`config.mk`:
```
export PLATFORM = sky130hd
export DESIGN_NAME = vga_sync_receiver
export DESIGN_NICKNAME = d
export VERILOG_FILES = /design/src/rtl/vga_timing_pkg.sv /design/src/rtl/sync_edge_detect.sv /design/src/rtl/vga_sync_receiver.sv
export SDC_FILE = /design/constraint.sdc
export NUM_CORES = 1
export LEC_CHECK = 0
export CAP_MARGIN = 20
export CORE_MARGIN = 5
export CORE_UTILIZATION = 30
export CTS_BUF_LIST = sky130_fd_sc_hd__clkbuf_8
export DETAILED_ROUTE_END_ITERATION = 10
export PLACE_DENSITY = 0.53
export SETUP_SLACK_MARGIN = 0.15
export SLEW_MARGIN = 40
export SYNTH_ARGS = -nofsm -noshare
export SYNTH_HDL_FRONTEND = slang
export SYNTH_SLANG_ARGS = --single-unit
```
`constraint.sdc`:
```
create_clock -name clk_25MHz -period 7.2 [get_ports clk_25MHz]
set_input_delay 1.44 -clock clk_25MHz [delete_from_list [all_inputs] [get_ports clk_25MHz]]
set_output_delay 1.44 -clock clk_25MHz [all_outputs]
set_load 0.005 [all_outputs]
```
`src/rtl/vga_timing_pkg.sv`:
```
// Shared 640x480@60 timing defaults, receiver FSM encoding and error counter limit.
package vga_timing_pkg;

  localparam int VGA_H_TOTAL     = 800;
  localparam int VGA_H_SYNC      = 96;
  localparam int VGA_H_BP        = 48;
  localparam int VGA_H_ACTIVE    = 640;
  localparam int VGA_V_TOTAL     = 525;
  localparam int VGA_V_SYNC      = 2;
  localparam int VGA_V_BP        = 33;
  localparam int VGA_V_ACTIVE    = 480;
  localparam logic VGA_SYNC_POL  = 1'b0;
  localparam int VGA_LOCK_FRAMES = 2;

  localparam logic [7:0] ERR_COUNT_MAX = 8'd255;

  typedef enum logic [1:0] {
    SEARCH = 2'd0,
    VERIFY = 2'd1,
    LOCKED = 2'd2
  } rx_state_t;

endpackage

```
`src/rtl/sync_edge_detect.sv`:
```
// Synchronises one asynchronous sync line and flags its leading (active-going) edge.
module sync_edge_detect
  import vga_timing_pkg::*;
#(
  parameter logic SYNC_POL = VGA_SYNC_POL
) (
  input  logic clk_25MHz,
  input  logic reset,
  input  logic sync_in,
  output logic lead
);

  logic meta_reg;
  logic sync_reg;
  logic hist_reg;

  // Two-flop synchroniser followed by a history flop; reset parks all three at the
  // active level so a line that is already active at reset release gives no edge.
  always_ff @(posedge clk_25MHz) begin
    if (reset) begin
      meta_reg <= SYNC_POL;
      sync_reg <= SYNC_POL;
      hist_reg <= SYNC_POL;
    end else begin
      meta_reg <= sync_in;
      sync_reg <= meta_reg;
      hist_reg <= sync_reg;
    end
  end

  assign lead = (sync_reg == SYNC_POL) && (hist_reg != SYNC_POL);

endmodule

```
`src/rtl/vga_sync_receiver.sv`:
```
// Regenerates pixel/line coordinates, active window and lock status from incoming VGA syncs.
module vga_sync_receiver
  import vga_timing_pkg::*;
#(
  parameter int   H_TOTAL     = VGA_H_TOTAL,
  parameter int   H_SYNC      = VGA_H_SYNC,
  parameter int   H_BP        = VGA_H_BP,
  parameter int   H_ACTIVE    = VGA_H_ACTIVE,
  parameter int   V_TOTAL     = VGA_V_TOTAL,
  parameter int   V_SYNC      = VGA_V_SYNC,
  parameter int   V_BP        = VGA_V_BP,
  parameter int   V_ACTIVE    = VGA_V_ACTIVE,
  parameter logic SYNC_POL    = VGA_SYNC_POL,
  parameter int   LOCK_FRAMES = VGA_LOCK_FRAMES
) (
  input  logic        clk_25MHz,
  input  logic        reset,
  input  logic        hsync_in,
  input  logic        vsync_in,
  output logic [15:0] x_pos,
  output logic [15:0] y_pos,
  output logic        active_video,
  output logic        frame_start,
  output logic        locked,
  output logic        sync_err,
  output logic [7:0]  err_count
);

  localparam logic [15:0] H_MAX   = 16'(2 * H_TOTAL - 1);
  localparam logic [15:0] V_MAX   = 16'(2 * V_TOTAL - 1);
  localparam logic [15:0] H_LAST  = 16'(H_TOTAL - 1);
  localparam logic [15:0] V_LAST  = 16'(V_TOTAL - 1);
  localparam logic [15:0] H_OFF   = 16'(H_SYNC + H_BP);
  localparam logic [15:0] V_OFF   = 16'(V_SYNC + V_BP);
  localparam logic [15:0] H_END   = 16'(H_SYNC + H_BP + H_ACTIVE);
  localparam logic [15:0] V_END   = 16'(V_SYNC + V_BP + V_ACTIVE);
  localparam logic [7:0]  LOCK_N  = 8'(LOCK_FRAMES);

  logic [1:0]  sync_raw;
  logic [1:0]  sync_lead;
  logic        hs_lead, vs_lead;

  logic [15:0] h_cnt_reg, h_cnt_next;
  logic [15:0] v_cnt_reg, v_cnt_next;
  logic        vs_pending_reg, vs_pending_next;
  rx_state_t   state_reg, state_next;
  logic [7:0]  good_cnt_reg, good_cnt_next;
  logic        first_line_reg, first_line_next;
  logic [7:0]  err_count_reg, err_count_next;
  logic        sync_err_reg, sync_err_next;
  logic [15:0] x_pos_reg, y_pos_reg;
  logic        active_video_reg, frame_start_reg;

  logic        frame_bnd, timeout, line_err, frame_err, check_err;
  logic        window_on;

  assign sync_raw = {vsync_in, hsync_in};

  genvar gi;
  generate
    for (gi = 0; gi < 2; gi++) begin : g_sync
      sync_edge_detect #(.SYNC_POL(SYNC_POL)) u_edge (
        .clk_25MHz (clk_25MHz),
        .reset     (reset),
        .sync_in   (sync_raw[gi]),
        .lead      (sync_lead[gi])
      );
    end
  endgenerate

  assign hs_lead = sync_lead[0];
  assign vs_lead = sync_lead[1];

  // Timing events and violations derived from the current counters and edges.
  always_comb begin
    frame_bnd = hs_lead && (vs_pending_reg || vs_lead);
    timeout   = !hs_lead && (h_cnt_reg == H_MAX);
    line_err  = hs_lead && !first_line_reg && (h_cnt_reg != H_LAST);
    frame_err = frame_bnd && (v_cnt_reg != V_LAST);
    check_err = line_err || frame_err || timeout;
    window_on = (h_cnt_reg >= H_OFF) && (h_cnt_reg < H_END) &&
                (v_cnt_reg >= V_OFF) && (v_cnt_reg < V_END) &&
                (state_reg == LOCKED);
  end

  // Saturating line/frame counters; a vsync edge waits for the next hsync edge to start a frame.
  always_comb begin
    h_cnt_next      = h_cnt_reg;
    v_cnt_next      = v_cnt_reg;
    vs_pending_next = vs_pending_reg;
    if (hs_lead) begin
      h_cnt_next = 16'd0;
    end else if (h_cnt_reg != H_MAX) begin
      h_cnt_next = h_cnt_reg + 16'd1;
    end
    if (vs_lead) begin
      vs_pending_next = 1'b1;
    end
    if (hs_lead) begin
      if (frame_bnd) begin
        v_cnt_next      = 16'd0;
        vs_pending_next = 1'b0;
      end else if (v_cnt_reg != V_MAX) begin
        v_cnt_next = v_cnt_reg + 16'd1;
      end
    end
  end

  // Lock FSM: only errors seen while locked are reported and counted.
  always_comb begin
    state_next      = state_reg;
    good_cnt_next   = good_cnt_reg;
    first_line_next = first_line_reg;
    err_count_next  = err_count_reg;
    sync_err_next   = 1'b0;
    if (hs_lead) begin
      first_line_next = 1'b0;
    end
    case (state_reg)
      SEARCH: begin
        if (frame_bnd) begin
          state_next      = VERIFY;
          good_cnt_next   = 8'd0;
          first_line_next = 1'b1;
        end
      end
      VERIFY: begin
        if (check_err) begin
          state_next = SEARCH;
        end else if (frame_bnd) begin
          good_cnt_next = good_cnt_reg + 8'd1;
          if (good_cnt_next >= LOCK_N) begin
            state_next = LOCKED;
          end
        end
      end
      LOCKED: begin
        if (check_err) begin
          state_next    = SEARCH;
          sync_err_next = 1'b1;
          if (err_count_reg != ERR_COUNT_MAX) begin
            err_count_next = err_count_reg + 8'd1;
          end
        end
      end
      default: state_next = SEARCH;
    endcase
  end

  // State, counters and registered outputs (coordinates lag the counters by one clock).
  always_ff @(posedge clk_25MHz) begin
    if (reset) begin
      h_cnt_reg        <= 16'd0;
      v_cnt_reg        <= 16'd0;
      vs_pending_reg   <= 1'b0;
      state_reg        <= SEARCH;
      good_cnt_reg     <= 8'd0;
      first_line_reg   <= 1'b0;
      err_count_reg    <= 8'd0;
      sync_err_reg     <= 1'b0;
      frame_start_reg  <= 1'b0;
      x_pos_reg        <= 16'd0;
      y_pos_reg        <= 16'd0;
      active_video_reg <= 1'b0;
    end else begin
      h_cnt_reg        <= h_cnt_next;
      v_cnt_reg        <= v_cnt_next;
      vs_pending_reg   <= vs_pending_next;
      state_reg        <= state_next;
      good_cnt_reg     <= good_cnt_next;
      first_line_reg   <= first_line_next;
      err_count_reg    <= err_count_next;
      sync_err_reg     <= sync_err_next;
      frame_start_reg  <= frame_bnd;
      x_pos_reg        <= window_on ? (h_cnt_reg - H_OFF) : 16'd0;
      y_pos_reg        <= window_on ? (v_cnt_reg - V_OFF) : 16'd0;
      active_video_reg <= window_on;
    end
  end

  assign x_pos        = x_pos_reg;
  assign y_pos        = y_pos_reg;
  assign active_video = active_video_reg;
  assign frame_start  = frame_start_reg;
  assign locked       = (state_reg == LOCKED);
  assign sync_err     = sync_err_reg;
  assign err_count    = err_count_reg;

endmodule
```
==> out/metrics.yaml <==
logic_synthesis:
  synthCells: 466
  synth_cell_type_count: 54
  yosysMostFrequentCell: "dfxtp_1"
  yosysSeqAreaShare: 0.4584
  yosys_warnings: 0
  ys_async_sr_fraction: 0
  synth_top_cell_area_share: 0.4584
  ys.flop_type: "dfxtp_1"
  ys_seq_elements: 93
  syn_avg_cell_area_um2: 8.715
  synth_edf_count: 0
  synth_common_cells: "dfxtp_1, nor2_1, nand2_1"
  synth_area_leaders: "dfxtp_1, nor2_1, xnor2_1, xor2_1, ha_1"
  syn-cell-area_mm2: 0.004061
  yosysTopAreaCell: "dfxtp_1"
drt:
  routed_wl_mm: 8.784
  vias: 3176
  top_layer_used: "met4"
  ant_nets: 0
  dr.pass1.iters: 4
  wire_per_inst_um: 12.90
  met2_wirelength_mm: 3.890
  met1_length_mm: 4.292
  drtIter0Drc: 190
  viasPerCell: 4.664
  dr_wl_met3_um: 472
  drc: 0
critical_path:
  cp-start-kind: "register"
  crit_family: "buffers and inverters"
  required_ns: 5.76
  cpPeakStageDelay_ns: 0.52
  path_cells: "nand2_1 -> inv_1 -> clkdlybuf4s50_1"
  slowest_stage: "clkdlybuf4s50_1"
  arrival_ns: 1.65
  worstPathMaxFanout: 7
  criticalPathCategory: "reg -> out"
  critPathCaptureType: "output pin"
  worst-path-buf-inv: 2
floorplan:
  core_mm2: 0.01324
  die_w_um: 126.4
  die_area_mm2: 0.01596
  ioPinCount: 48
  die_y_um: 126.4
  fp-row-count: 42
  start_util: 0.3067
finish:
  diodes: 0
  multi_input_area_mm2: 0.002041
  layout-drive-gt1-share: 0.05743
  nNetsFinal: 515
  fill_cells: 1389
  regArea_mm2: 0.001862
  syn_to_final_growth_pct: 19.56
sta:
  final_max_slew_viol_count: 0
  setup_viol_count_final: 0
  hold_viol: 0
  worst_hold_slack_ns: 0.4500
  min_period_over_period: 0.4286
  worstMarginPinSlew_ns: 0.6621
  slew_headroom: 0.5586
  fmax_mhz: 324.1
  rsz0062_at_grt: "false"
  fin_setup_tns_ns: 0
  finClkSkew_ns: 0.01510
  finalCriticalPeriod_ns: 3.086
  setup_ws_ns: 4.114
power_and_ir_drop:
  peakVddDrop_v: 0.0001071
  p_per_area_mw_per_mm2: 179.0
  power_leakage_uw: 0.001786
clocking:
  cts.hold.buffers_added: 0
  clk_latency_ns: 0.37
  cts_max_level: 3
  cts_setup_buffers: 0
  cts_made_buffers: 9
  clk_pin_slew_ns: 0.09
  cts_buffer_depth: 2
  root_buffer: "clkbuf_8"
  cts_resized: 0
  cts.sinks: 93
  cts_tree: "done"
worst_hold_path:
  min_path_type: "reg -> reg"
grt:
  grt_remaining_overflow: 0
  antenna_found_initial: 0
  track_usage: 0.1169
  grt_max_degree: 32
  first_global_vias: 3068
  grt_pass1_wl_mm: 15.24
placement:
  place.gp.congestion: 0.8054
  dp_hpwl_mm: 6.269
  post-place-ws_ns: 4.037
  io_buffer_count: 47
status:
  outcome: "finished clean"
job:
  maxCapViolCount: 0
routing by layer:
layer  track usage  up-vias
li1              -     1657
met1        0.1521     1446
met2        0.1775       64
met3       0.04666        9
met4       0.03785        0
met5             0        -
metrics by stage:
step	power (µW)	cells	util	cell area, µm²
after floorplan	546.8	468	-	4069
after global routing	915.3	681	0.3667	4856
after detailed placement	554.6	665	0.3528	4672
after CTS	888.1	681	0.3667	4856
final	869.0	681	0.3667	4856
after global placement	553.9	665	0.3528	4672
cell families (layout without fill, tap and decap cells):
| kind of cell | Yosys count | in the layout | share of synthesized area |
|---|---|---|---|
| flip-flops | 93 | 93 | 0.4584 |
| AND/OR/NAND/NOR | 215 | 215 | 0.2720 |
| XOR/XNOR | 38 | 38 | 0.08194 |
| AO/OA/AOI/OAI | 59 | 59 | 0.09982 |
| multiplexers | 4 | 4 | 0.01047 |
| buffers and inverters | 45 | 82 | 0.04251 |
| adder cells (fa/ha/maj) | 11 | 11 | 0.03389 |
| other | 1 | 3 | 0.0009233 |
layout make-up:
class	count	area share
Clock inverter	6	0.009534
Sequential cell	93	0.3834
Clock buffer	10	0.02834
Inverter	17	0.01314
Tap cell	176	0.04535
Timing Repair Buffer	49	0.09997
Multi-Input combinational cell	330	0.4203
cell usage in the layout, fill, tap and decap left out, types with 11 or more instances in the layout:
cell             instances
a21oi_1                 19
clkdlybuf4s50_1         47
dfxtp_1                 93
ha_1                    11
inv_1                   16
nand2_1                 27
nand3_1                 18
nand4_1                 11
nor2_1                  74
nor2b_1                 12
nor3_1                  16
xnor2_1                 22
xor2_1                  16
final timing paths:
| path | slack [ns] | startpoint | endpoint | cells after the start |
|---|---|---|---|---|
| worst max-delay path | 4.11 | state_reg[1] | locked | 3 |
| worst min-delay path | 0.45 | g_sync[1].u_edge.meta_reg | g_sync[1].u_edge.sync_reg | 1 |
| worst max register to register | 4.35 | v_cnt_reg[12] | good_cnt_reg[2] | 6 |
| worst min register to register | 0.45 | g_sync[1].u_edge.meta_reg | g_sync[1].u_edge.sync_reg | 1 |
report_power, final:
group / total [µW] / switching, µW / internal [µW]
Clock: 327 / 190 / 137
Sequential: 521 / 2.59 / 518
Combinational: 21.6 / 13.2 / 8.41
(Power assumes the default switching activity.)
